**config.mk**
```make
export PLATFORM = sky130hd
export DESIGN_NAME = alu_sequencer
export DESIGN_NICKNAME = d
export VERILOG_FILES = /design/src/rtl/alu_sequencer.sv
export SDC_FILE = /design/constraint.sdc
export NUM_CORES = 1
export LEC_CHECK = 0
export ABC_CLOCK_PERIOD_IN_PS = 1400
export BUFFER_PORTS_ARGS = -buffer_cell sky130_fd_sc_hd__buf_2
export CORE_ASPECT_RATIO = 0.8
export CORE_UTILIZATION = 47
export DETAILED_ROUTE_END_ITERATION = 8
export HOLD_SLACK_MARGIN = 0.15
export PLACE_DENSITY = 0.76
export RECOVER_POWER = 50
export REMOVE_ABC_BUFFERS = 1
export SYNTH_ARGS = -nofsm -noshare
export SYNTH_HDL_FRONTEND = slang
export SYNTH_SLANG_ARGS = --single-unit
```
**constraint.sdc**
```tcl
create_clock -name clk_i -period 1.4 [get_ports clk_i]
set_input_delay 0.28 -clock clk_i [delete_from_list [all_inputs] [get_ports clk_i]]
set_output_delay 0.28 -clock clk_i [all_outputs]
set_load 0.02 [all_outputs]
```
**src/rtl/alu_sequencer.sv**
```systemverilog
// Sequences one instruction at a time through an external combinational ALU over a 4-entry register file.
// Optional build macro ALU_SEQ_CARRY_CHAIN_EN: ALU carry-in also ORs in the stored carry flag (multi-word adds).
module alu_sequencer #(
    parameter int DATA_W = 5,
    parameter int SEL_W  = 4
) (
    input  logic              clk_i,
    input  logic              rst_i,
    input  logic              instr_valid_i,
    output logic              instr_ready_o,
    input  logic [SEL_W-1:0]  instr_op_i,
    input  logic [1:0]        instr_rd_i,
    input  logic [1:0]        instr_rs1_i,
    input  logic [1:0]        instr_rs2_i,
    input  logic              instr_cin_i,
    input  logic              wr_en_i,
    input  logic [1:0]        wr_addr_i,
    input  logic [DATA_W-1:0] wr_data_i,
    input  logic [1:0]        rd_addr_i,
    output logic [DATA_W-1:0] rd_data_o,
    output logic [SEL_W-1:0]  alu_sel_o,
    output logic [DATA_W-1:0] alu_a_o,
    output logic [DATA_W-1:0] alu_b_o,
    output logic              alu_cin_o,
    input  logic [DATA_W-1:0] alu_sum_i,
    input  logic              alu_cout_i,
    output logic              res_valid_o,
    output logic [DATA_W-1:0] res_data_o,
    output logic              res_cout_o,
    output logic              carry_flag_o
);

    typedef enum logic [1:0] {IDLE, ISSUE, CAPTURE} state_t;

    state_t              state_q;
    logic [DATA_W-1:0]   rf_q [4];
    logic [DATA_W-1:0]   rf_d [4];
    logic [1:0]          rd_q;
    logic [SEL_W-1:0]    alu_sel_q;
    logic [DATA_W-1:0]   alu_a_q;
    logic [DATA_W-1:0]   alu_b_q;
    logic                alu_cin_q;
    logic                res_valid_q;
    logic [DATA_W-1:0]   res_data_q;
    logic                res_cout_q;
    logic                carry_flag_q;
    logic                cin_sel;

`ifdef ALU_SEQ_CARRY_CHAIN_EN
    assign cin_sel = instr_cin_i | carry_flag_q;
`else
    assign cin_sel = instr_cin_i;
`endif

    // Writeback of the captured result is ordered after the external write so it wins on a collision.
    always_comb begin
        for (int i = 0; i < 4; i++) rf_d[i] = rf_q[i];
        if (wr_en_i) rf_d[wr_addr_i] = wr_data_i;
        if (state_q == CAPTURE) rf_d[rd_q] = res_data_q;
    end

    always_ff @(posedge clk_i) begin
        if (rst_i) begin
            state_q      <= IDLE;
            for (int i = 0; i < 4; i++) rf_q[i] <= '0;
            rd_q         <= '0;
            alu_sel_q    <= '0;
            alu_a_q      <= '0;
            alu_b_q      <= '0;
            alu_cin_q    <= 1'b0;
            res_valid_q  <= 1'b0;
            res_data_q   <= '0;
            res_cout_q   <= 1'b0;
            carry_flag_q <= 1'b0;
        end else begin
            for (int i = 0; i < 4; i++) rf_q[i] <= rf_d[i];
            res_valid_q <= 1'b0;
            case (state_q)
                IDLE: begin
                    if (instr_valid_i) begin
                        alu_sel_q <= instr_op_i;
                        alu_a_q   <= rf_q[instr_rs1_i];
                        alu_b_q   <= rf_q[instr_rs2_i];
                        alu_cin_q <= cin_sel;
                        rd_q      <= instr_rd_i;
                        state_q   <= ISSUE;
                    end
                end
                // ALU result is taken at the end of ISSUE so the strobe is visible during CAPTURE.
                ISSUE: begin
                    res_data_q   <= alu_sum_i;
                    res_cout_q   <= alu_cout_i;
                    carry_flag_q <= alu_cout_i;
                    res_valid_q  <= 1'b1;
                    state_q      <= CAPTURE;
                end
                CAPTURE: state_q <= IDLE;
                default: state_q <= IDLE;
            endcase
        end
    end

    assign instr_ready_o = (state_q == IDLE) && !rst_i;
    assign rd_data_o     = rf_q[rd_addr_i];
    assign alu_sel_o     = alu_sel_q;
    assign alu_a_o       = alu_a_q;
    assign alu_b_o       = alu_b_q;
    assign alu_cin_o     = alu_cin_q;
    // A reset landing in CAPTURE suppresses the strobe for the abandoned instruction.
    assign res_valid_o   = res_valid_q && !rst_i;
    assign res_data_o    = res_data_q;
    assign res_cout_o    = res_cout_q;
    assign carry_flag_o  = carry_flag_q;

endmodule

```
* Yosys cells after proc, flatten, opt, wreduce, memory -nomap -nowiden *
Memories as Yosys holds them, arrays and structs flattened. A register that Yosys moved wholly into a read port is not among the register bits.
Cells that the tools add are included.

word-level totals
  output and inout port bits = 29
  word-level logic and storage cells = 46
  memories kept = 1
  register bits after elaboration = 16
  RAM bits = 20

cells by class
  $lt $le $gt $ge = 4
  equal/unequal tests = 3
  bitwise logic cells = 6
  mux-type cells = 18
  reductions and logical operators = 7

memories
  name  depth  bits a word  rd ports  clocked after Yosys merged registers in  write ports  RTL line  source
  rf_q  4      5            7         2                                        4            36        logic [DATA_W-1:0] rf_q [4];

operators with widths
  kind                  number
  $bwmux W20            2
  $mux W20              2
  $mux W5               6
  $demux W5 S2          2
  $ge A3 B3 Y1 const B  2
  $lt A3 B1 Y1 const B  2
  $not A2 Y3            2
  $logic_and A1 B1 Y1   4
  $mux W1               4
  $or A1 B1 Y1          4
  $pmux W2 S2           1
  $eq A2 B1 Y1 const B  1
  $eq A2 B2 Y1 const B  1
  $logic_not A2 Y1      1
  $mux W2               1
  $ne A2 B2 Y1 const B  1
  $reduce_and A2 Y1     1
  $logic_not A1 Y1      1

* Depth between registers and ports, before layout *
Gate-level depths: netlist of run 1.

  depth after elaboration = 10
  gate-level depth with buffers = 6

* Worst setup path before layout of run 1 *
Ideal clock, no wire load.

  path kind = in2out
  from = input port rd_addr_i[0]
  to = output port rd_data_o[0]
  cell stages on the path = 2
  path slack = -0.034 ns
  arrival time = 1.154 ns
  buffers on the path = 1
  data required time = 1.120 ns
  path through = clkbuf_1 > mux4_2

on the way
  word-level cells in the longest chain between the ends = 1

ends and longest elaborated chain
  item             RTL line  source
  start, declared  19        input logic [1:0] rd_addr_i,
  $mem_v2 Z4 W5    --
  end, declared    20        output logic [DATA_W-1:0] rd_data_o,

Every way passes these cells.

==> results of run 1 <==
[flip-flops by register name, summed over array words and instances, names as in the netlist]
signal	cells
alu_a_o	5
rf_q	20
alu_b_o	5
res_valid_q	1
alu_sel_o	4
alu_cin_o	1
res_data_o	5
rd_q	2
state_q	2
carry_flag_o	1
[stage by stage]
| stage | cell area [um^2] | setup WS, ns | setup TNS, ns | utilization (%) |
|---|---|---|---|---|
| after detailed placement | 2680 | -0.0394 | -0.111 | 58.5 |
| final | 2930 | -0.127 | -0.609 | 64.1 |
| after global routing | 2930 | -0.171 | -1.33 | 64.1 |
| after CTS | 2900 | -0.135 | -0.639 | 63.6 |
| after floorplan | 2130 | -0.00261 | -0.0130 | - |
| after global placement | 2680 | -0.0340 | -0.0794 | 58.5 |
[timing repair]
action / 4_1_cts / 5_1_grt
pin swaps: 0 / 1
gates cloned: 0 / 1
buffers inserted: 12 / 0
gates resized for setup: 30 / 10
setup endpoints to repair: 7 / 20
[area by class of cell]
type	instances	area [um^2]	area share, %
flip-flops and latches	46	951	32.5
clock buffers	7	76.3	2.61
multi-input cells	154	1220	41.5
well taps	60	75.1	2.56
repair buffers	95	609	20.8
[worst paths after layout]
| path | start | cells after the start | slack, ns | end |
|---|---|---|---|---|
| worst max-delay path | rf_q[2][3] | 2 | -0.13 | rd_data_o[3] |
| worst min-delay path | rst_i | 2 | 0.21 | res_valid_q |
| worst max register to register | state_q[1] | 5 | 0.01 | res_data_o[0] |
| worst min register to register | alu_sel_o[1] | 2 | 0.45 | alu_sel_o[1] |
[per-layer routing]
metal,vias to the layer above,part of all wire [%],GRT usage [%]
met5,-,0,0
met4,0,0.86,5.68
met3,4,5.3,4.64
met2,63,45,31.5
met1,923,49,31.9
li1,959,-,-
[cells in the mapped netlist]
cell type  number
mux4_2         15
dfxtp_1        46
buf_1           1
clkbuf_2        2
nand2_1        34
buf_2           2
nand4bb_1       2
a211oi_1       15
a211oi_2        5
nand3b_1        2
nand4b_1        1
nor2b_1         4
buf_4           2
nor2_1         27
mux2i_1        26
buf_6           3
nand3_1         1
a21oi_1        17
or3b_1          2
nor3b_2         1
nor3_1          1
or4b_1          1
clkbuf_1        8
[kinds of logic after synthesis]
| kind of cell | synth area share (%) |
|---|---|
| mux | 26.8 |
| buf+inv | 4.60 |
| simple gates | 15.7 |
| flops | 41.3 |
| compound gates | 11.7 |
[report_power, final]
part | total (W) | internal, W | switching (W) | leakage (nW)
registers | 0.00141 | 0.00137 | 0.0000436 | 0.384
logic | 0.000508 | 0.000257 | 0.000250 | 0.953
clock network | 0.000758 | 0.000345 | 0.000413 | 0.0383
total | 0.00268 | 0.00197 | 0.000707 | 1.38
[worst register-to-register path, stage by stage, from the launching register on]
cell      delay [ns]
dfxtp_4         0.36
buf_4           0.14
nor2b_1         0.10
clkbuf_1        0.39
mux2i_1         0.24
nor2_1          0.05
==> summary.md, run 1 <==
| Metric | Value |
|---|---|
| Status | `complete, but fails checks` |
| Failing checks | `negative setup slack` |
| Cells after Synth | `about 220` |
| DP HPWL | `about 3700 um` |
| Avg Vias per Cell | `roughly 5.4` |
| Share of layout cells above drive strength 1 | `between 40% and 50%` |
| Most common cell after layout, fill and taps aside | `buf_2` |
| Commonest cells after routing, fill and taps aside | `buf_2, nand2_1, buf_4` |
| Final worst slack | `-0.127 ns` |
| Die height | `roughly 64 um` |
| Leak pwr | `1.38 nW` |
| CTS Buffer Depth | `2` |
| Finished Layout Cells | `between 300 and 400` |
| Final count of pins violating max slew | `0` |
| Worst skew pair latency | `0.29 ns` |
| Final hold slack | `~0.21 ns` |
| Crit path launch type | `flip-flop` |
| Initial cell density of the core | `48.8%` |
| Die width | `a little under 80 um` |
| Placed Cells | `342` |
| Row count | `22` |
| Syn avg cell area | `around 10 um^2` |
| Hold Fails Final Rpt | `0` |
| Antenna cells | `0` |
| Post-synth top area cell | `dfxtp_1` |
| Gr ovfl total | `0` |
| Peak supply drop | `between 0.4 and 0.5 mV` |
| Area grow syn2layout | `31.2%` |
| Seq/Total Area, Yosys | `around two fifths` |
| Total CTS buffers | `5` |
| Crit Path Category | `flip-flop to output port` |
| Worst-Margin Slew | `about 0.50 ns` |
| Die Footprint | `about 5000 um^2` |
| Tmin final | `1.53 ns` |
| Detail Route Antenna Nets | `0` |
| Top post-synthesis cells by area | `dfxtp_1, mux4_2, mux2i_1` |
| Max-Cap Viols | `0` |
| Fmax | `approximately 0.65 GHz` |
| TritonCTS clock tree | `built` |
| Critical Path Sink Type | `output port` |
| Final setup violation count | `5` |
| Cts hold-fix bufs | `0` |
| Top cell type's share of synthesized area | `roughly two fifths` |
| Yosys warns | `0` |
| Crit path max fanout | `2` |
| Initial antenna violation count | `0` |
| Total GRT Usage | `between 20% and 30%` |
| Worst slew margin | `66.6%` |
| DRT Pass-1 Iters | `4` |
| Pwr Total | `around 0.0027 W` |
| Critical path, cell by cell | `mux4_2 > buf_6` |
| Post-layout net count | `between 300 and 400` |
| CP required | `roughly 1.1 ns` |
| Crit-path slowest cell | `mux4_2` |
| Worst stage delay on the critical path | `0.47 ns` |
| Drt wl/cell | `between 10 and 15 um` |
| CP arrival | `1.25 ns` |
| Reg clk slew, reported paths | `approximately 0.08 ns` |
| DRT iter0 DRCs | `146` |
| Via Count | `1949` |
| Final Skew | `0.00529 ns` |
| # IOs | `about 60` |
| #FFs+latches synth | `46` |
| Unrepaired setup endpoints after global routing | `true` |
| First-pass GRT wire length | `~8300 um` |
| CP delay by family, top | `multiplexers` |
| H-tree depth | `2` |
| PD cells | `a little over 900 nW/um^2` |
| # port buffers | `58` |
| Clock Sinks | `46` |
| CP bufs+invs | `1` |
| GPL Wtd Cong | `0.815` |
| Synth unique cells | `23` |
| Core area | `4570 um^2` |
| Clock root buffer | `clkbuf_8` |
| FILL cells | `a little under 400` |
| Hold Crit Class | `input port to flip-flop` |
| Largest net degree at the start of global routing | `45` |
| Synthesized area | `roughly 2200 um^2` |
| Vias in the first global route | `1682` |
| DRC viols | `0` |
| Total routed wirelength | `about 5200 um` |
| Final period util | `109%` |
Power figures use the tool's default switching activity.
==> inputs of run 2 (changes only) <==
- PLACE_DENSITY: 0.76 -> 0.85
==> summary.md, run 2 (synthesis gave the netlist of run 1 again) <==
| Metric | Value |
|---|---|
| RR Endpoint | `rf_q[0][1]` |
| RR Startpoint | `rd_q[1]` |
| Final period util | `111% (+2.1 points)` |
| Die height | `63.6 um (unchanged)` |
| Worst-Margin Slew | `0.495 ns (-0.00593 ns)` |
| Largest net degree at the start of global routing | `25 (-44%)` |
| Tmin final | `1.56 ns (+0.0289 ns)` |
| Final hold slack | `0.205 ns (-0.00927 ns)` |
| CP required | `1.12 ns (about the same)` |
| Avg Vias per Cell | `5.44 (+0.97%)` |
| Via Count | `1957 (+0.41%)` |
| DRT Pass-1 Iters | `4 (unchanged)` |
| Critical Path Sink Type | `output port` |
| Fmax | `0.643 GHz (-1.9%)` |
| Total GRT Usage | `23.8% (+2.3 points)` |
| Core area | `4570 um^2 (unchanged)` |
| GPL Wtd Cong | `0.844 (+3.6%)` |
| DRT iter0 DRCs | `145 (-0.68%)` |
| Total routed wirelength | `5650 um (+7.6%)` |
| Crit Path Category | `flip-flop to output port` |
| Share of layout cells above drive strength 1 | `46.7% (-0.35 points)` |
| Total CTS buffers | `5 (unchanged)` |
| Flop-to-flop setup slack | `0.04 ns (+0.03 ns)` |
| DP HPWL | `3930 um (+5.0%)` |
| Final Skew | `0.0112 ns (+0.00591 ns)` |
| Most common cell after layout, fill and taps aside | `buf_2` |
| Worst Setup SP | `rf_q[3][3]` |
| Post-layout net count | `329 (-0.90%)` |
| Commonest cells after routing, fill and taps aside | `buf_2, nand2_1, dfxtp_1, buf_4, mux2i_1` |
| Gr ovfl total | `0 (unchanged)` |
| Hold Crit Class | `input port to flip-flop` |
| Worst skew pair latency | `0.30 ns (about the same)` |
| TritonCTS clock tree | `built` |
| Finished Layout Cells | `360 (-0.55%)` |
| Crit path max fanout | `2 (unchanged)` |
| Max reg flops | `20 (unchanged)` |
| Reg with most FFs | `rf_q` |
| CTS Buffer Depth | `2 (unchanged)` |
| DRC viols | `0 (unchanged)` |
| Final worst slack | `-0.156 ns (-0.0289 ns)` |
| Die Footprint | `5030 um^2 (unchanged)` |
| H-tree depth | `2 (unchanged)` |
| Clock root buffer | `clkbuf_8` |
| Crit path launch type | `flip-flop` |
| Peak supply drop | `0.591 mV (+30%)` |
| Die width | `79.1 um (unchanged)` |
| PD cells | `981 nW/um^2 (+7.3%)` |
| Hold Fails Final Rpt | `0 (unchanged)` |
| Area grow syn2layout | `31.8%` |
| Unrepaired setup endpoints after global routing | `true` |
| Initial cell density of the core | `48.8% (unchanged)` |
| # IOs | `59 (unchanged)` |
| First-pass GRT wire length | `9010 um (+8.4%)` |
| Drt wl/cell | `15.7 um (+8.2%)` |
| Leak pwr | `1.37 nW (-0.39%)` |
| Reg clk slew, reported paths | `0.09 ns (about the same)` |
| Reg2Reg Depth | `4 (-1)` |
| Placed Cells | `340 (-0.58%)` |
| Worst setup path endpoint | `rd_data_o[3]` |
| Vias in the first global route | `1808 (+7.5%)` |
| Antenna cells | `0 (unchanged)` |
| Initial antenna violation count | `0 (unchanged)` |
| Row count | `22 (unchanged)` |
| Clock Sinks | `46 (unchanged)` |
| Worst slew margin | `67.0% (+0.40 points)` |
| Detail Route Antenna Nets | `0 (unchanged)` |
| Max-Cap Viols | `0 (unchanged)` |
| Status | `complete, but fails checks` |
| Failing checks | `negative setup slack` |
| Final setup violation count | `5 (unchanged)` |
| Final count of pins violating max slew | `0 (unchanged)` |
| CP arrival | `1.28 ns (+0.03 ns)` |
| # port buffers | `58 (unchanged)` |
==> run 2: cell types whose count changed in the layout (fill, tap and decap cells not counted), sizes merged <==
cell,delta
buf,-3
bufinv,+1
clkbuf,-1
clkinvlp,+1
==> run 2: metrics by stage <==
step | instance area [um^2] | utilization [%] | setup slack, ns | total power (W) | setup TNS [ns]
floorplan | 2130 | - | -0.00261 | 0.00168 | -0.0130
global placement | 2660 | 58.2 | -0.0410 | 0.00188 | -0.103
detailed placement | 2660 | 58.2 | -0.0600 | 0.00189 | -0.182
CTS | 2910 | 63.6 | -0.157 | 0.00289 | -0.708
global route | 2940 | 64.4 | -0.198 | 0.00303 | -0.919
finish | 2940 | 64.4 | -0.156 | 0.00289 | -0.701
==> run 2: per-layer routing <==
| metal | global-route usage [%] | vias to the layer above | wire, um |
|---|---|---|---|
| met5 | 0 | - | 0 |
| met4 | 4.32 | 0 | 12 |
| met3 | 7.68 | 2 | 543 |
| met2 | 37.8 | 93 | 2610 |
| met1 | 31.9 | 914 | 2480 |
| li1 | - | 948 | - |
==> run 2: area by class of cell <==
| class | count | area [um^2] |
|---|---|---|
| tap | 60 | 75.1 |
| multi-input combinational | 154 | 1230 |
| sequential | 46 | 945 |
| clock buffer | 6 | 72.6 |
| timing repair buffer | 92 | 587 |
| fill | 369 | 1630 |
| clock inverter | 2 | 37.5 |
==> run 2: how the worst min path moves through the flow <==
| stage | start | end | cells past startpoint |
|---|---|---|---|
| after CTS | instr_cin_i | alu_cin_o | 3 |
| final | instr_cin_i | alu_cin_o | 3 |
| after global routing | instr_op_i[3] | alu_sel_o[3] | 3 |
| after detailed placement | alu_b_o[0] | alu_b_o[0] | 2 |
| after floorplan | rst_i | rf_q[0][0] | 1 |
| after global placement | alu_sel_o[1] | alu_sel_o[1] | 2 |
==> run 2: timing repair <==
item,CTS,global route
setup buffers,11,1
pin swaps,0,1
endpoints found under the setup margin,6,25
hold buffers,0,0
resized for setup,25,13
==> run 2: report_power, final <==
part / total, W / internal (W) / switching [W]
logic: 0.000503 / 0.000248 / 0.000256
clock network: 0.000970 / 0.000533 / 0.000438
registers: 0.00141 / 0.00137 / 0.0000458
total: 0.00289 / 0.00215 / 0.000739
==> run 2: worst max-delay path: stages, from the launching register on <==
cell and delay (ns):
dfxtp_2 0.34, mux4_2 0.49, buf_6 0.15
==> inputs of run 3 (changes only) <==
- CORE_UTILIZATION: 47 -> 40
- PLACE_DENSITY: 0.85 -> 0.76
==> summary.md, run 3 (synthesis gave the netlist of run 1 again) <==
| Metric | Value |
|---|---|
| Hold Fails Final Rpt | `0 (unchanged)` |
| Psw | `0.000785 W (+6.2%)` |
| Status | `complete, but fails checks` |
| Total GRT Usage | `20.7% (-3.1 points)` |
| Vias in the first global route | `1767 (-2.3%)` |
| Worst Setup SP | `rf_q[2][0]` |
| Total routed wirelength | `5750 um (+1.8%)` |
| Final setup violation count | `5 (unchanged)` |
| HP Start | `instr_op_i[3]` |
| Largest net degree at the start of global routing | `42 (+68%)` |
| Dpl cell area | `2630 um^2 (-1.1%)` |
| Finished Layout Cells | `357 (-0.83%)` |
| Cts hold-fix bufs | `0 (unchanged)` |
| Reg with most FFs | `rf_q` |
| Via Count | `1948 (-0.46%)` |
| Hold Crit Class | `input port to flip-flop` |
| # port buffers | `58 (unchanged)` |
| Clock root buffer | `clkbuf_8` |
| CP required | `1.12 ns (about the same)` |
| Reg2Reg Depth | `3 (-1)` |
| Crit path launch type | `flip-flop` |
| CP bufs+invs | `1 (unchanged)` |
| Detail Route Antenna Nets | `0 (unchanged)` |
| Avg Vias per Cell | `5.46 (+0.38%)` |
| Max reg flops | `20 (unchanged)` |
| Worst hold path stage count | `3 (unchanged)` |
| Peak supply drop | `0.475 mV (-20%)` |
| DRT Pass-1 Iters | `4 (unchanged)` |
| Critical path depth in cells | `2 (unchanged)` |
| Tmin final | `1.56 ns (+0.00549 ns)` |
| First-pass GRT wire length | `9110 um (+1.1%)` |
| Clock share of power | `34.9% (+1.3 points)` |
| Worst skew pair latency | `0.31 ns (about the same)` |
| CP delay by family, top | `multiplexers` |
| Pwr Total | `0.00292 W (+1.2%)` |
| Most common cell after layout, fill and taps aside | `buf_2` |
| Seq. cell area | `952 um^2 (+0.79%)` |
| Max-Cap Viols | `0 (unchanged)` |
| Failing checks | `negative setup slack` |
| Die width | `85.5 um (+8.2%)` |
| Area grow syn2layout | `29.7%` |
| DRT iter0 DRCs | `82 (-43%)` |
| GPL Wtd Cong | `0.864 (+2.4%)` |
| Row count | `23 (+4.5%)` |
| PD cells | `1010 nW/um^2 (+2.9%)` |
| Antenna cells | `0 (unchanged)` |
| Final core occ | `55.9% (-8.5 points)` |
| Drt wl/cell | `16.1 um (+2.6%)` |
| Final Skew | `0.0106 ns (-0.000572 ns)` |
| CTS Buffer Depth | `2 (unchanged)` |
| H-tree depth | `2 (unchanged)` |
| Gr ovfl total | `0 (unchanged)` |
| Die Footprint | `5890 um^2 (+17%)` |
| CP arrival | `1.28 ns (about the same)` |
| Fmax | `0.640 GHz (-0.35%)` |
| Core area | `5180 um^2 (+13%)` |
| Share of layout cells above drive strength 1 | `42.0% (-4.6 points)` |
| FILL cells | `461 (+25%)` |
| DRC viols | `0 (unchanged)` |
| Post-route cell area | `2900 um^2 (-1.6%)` |
| Worst slew margin | `73.5% (+6.5 points)` |
| Switching share of total power | `26.8% (+1.3 points)` |
| Critical Path Sink Type | `output port` |
| Crit-path slowest cell | `mux4_2` |
| # IOs | `59 (unchanged)` |
| Placed Cells | `336 (-1.2%)` |
| Unrepaired setup endpoints after global routing | `true` |
| Worst-Margin Slew | `0.395 ns (-0.0997 ns)` |
| Worst stage delay on the critical path | `0.48 ns (about the same)` |
| Leak pwr | `1.29 nW (-6.0%)` |
| Post-layout net count | `324 (-1.5%)` |
| Initial antenna violation count | `0 (unchanged)` |
| Reg power frac | `48.5% (-0.5 points)` |
| Commonest cells after routing, fill and taps aside | `buf_2, nand2_1, dfxtp_1` |
| RR Startpoint | `state_q[0]` |
| Critical path, cell by cell | `mux4_2 > buf_6` |
| Final period util | `112% (+0.39 points)` |
| Crit Path Category | `flip-flop to output port` |
| DP HPWL | `4040 um (+2.6%)` |
| Place WS | `-0.0586 ns (+0.00136 ns)` |
| Final count of pins violating max slew | `0 (unchanged)` |
| Clock Sinks | `46 (unchanged)` |
| Initial cell density of the core | `43.1% (-5.8 points)` |
| Internal | `0.00214 W (-0.48%)` |
| Total CTS buffers | `5 (unchanged)` |
| Reg clk slew, reported paths | `0.09 ns (about the same)` |
| Crit path max fanout | `2 (unchanged)` |
| Final worst slack | `-0.161 ns (-0.00549 ns)` |
| Die height | `68.8 um (+8.1%)` |
| Comb power frac | `16.5% (-0.9 points)` |
| TritonCTS clock tree | `built` |
| Area of the multi-input gates | `1220 um^2 (-0.20%)` |
[run 3: cell count changes in the layout (fill, tap and decap cells not counted), sizes merged]
| cell | before | now |
|---|---|---|
| inv | 0 | 1 |
| clkbuf | 7 | 25 |
| clkinv | 0 | 1 |
| clkinvlp | 1 | 0 |
| buf | 91 | 67 |
[run 3: routing by layer]
metal,global-route usage (%),vias up,part of all wire [%]
li1,-,937,-
met1,27.1,923,45
met2,34.4,72,47
met3,4.76,16,6.4
met4,7.08,0,1.6
met5,0,-,0
[run 3: power groups by stage]
stage	clock, W	sequential, W	combinational, W
floorplan	0	0.00147	0.000209
global placement	0	0.00145	0.000422
detailed placement	0	0.00145	0.000434
CTS	0.00104	0.00142	0.000484
global route	0.00109	0.00143	0.000520
finish	0.00102	0.00142	0.000483
[run 3: stage by stage]
step / TNS, ns / hold WS (ns)
final: -0.714 / 0.202
after detailed placement: -0.201 / 0.443
after CTS: -0.746 / 0.194
after floorplan: -0.0130 / 0.345
after global placement: -0.110 / 0.438
after global routing: -1.27 / 0.202
[run 3: repair_timing]
item | CTS | global route
pin swaps | 1 | 0
setup endpoints to repair | 6 | 26
gates resized for setup | 34 | 8
buffers inserted | 14 | 1
[run 3: path summary, 6_finish.rpt]
| path | endpoint | slack [ns] |
|---|---|---|
| worst max-delay path | rd_data_o[0] | -0.16 |
| worst min-delay path | alu_sel_o[3] | 0.20 |
| worst max register to register | alu_a_o[2] | 0.04 |
| worst min register to register | alu_b_o[3] | 0.46 |
[run 3: worst min-delay path, delay by kind of cell]
family,cells,cell delay (ns)
AOI/OAI and AO/OA,1,0.05
and+or+nand+nor,1,0.05
buffers and inverters,1,0.09
[run 3: area by class of cell]
cell class              count  share of cell area [%]
multi-input cells         154                    42.3
flip-flops and latches     46                    32.9
clock buffers               5                    2.38
clock inverters             3                    1.51
well taps                  62                    2.68
repair buffers             87                    18.3
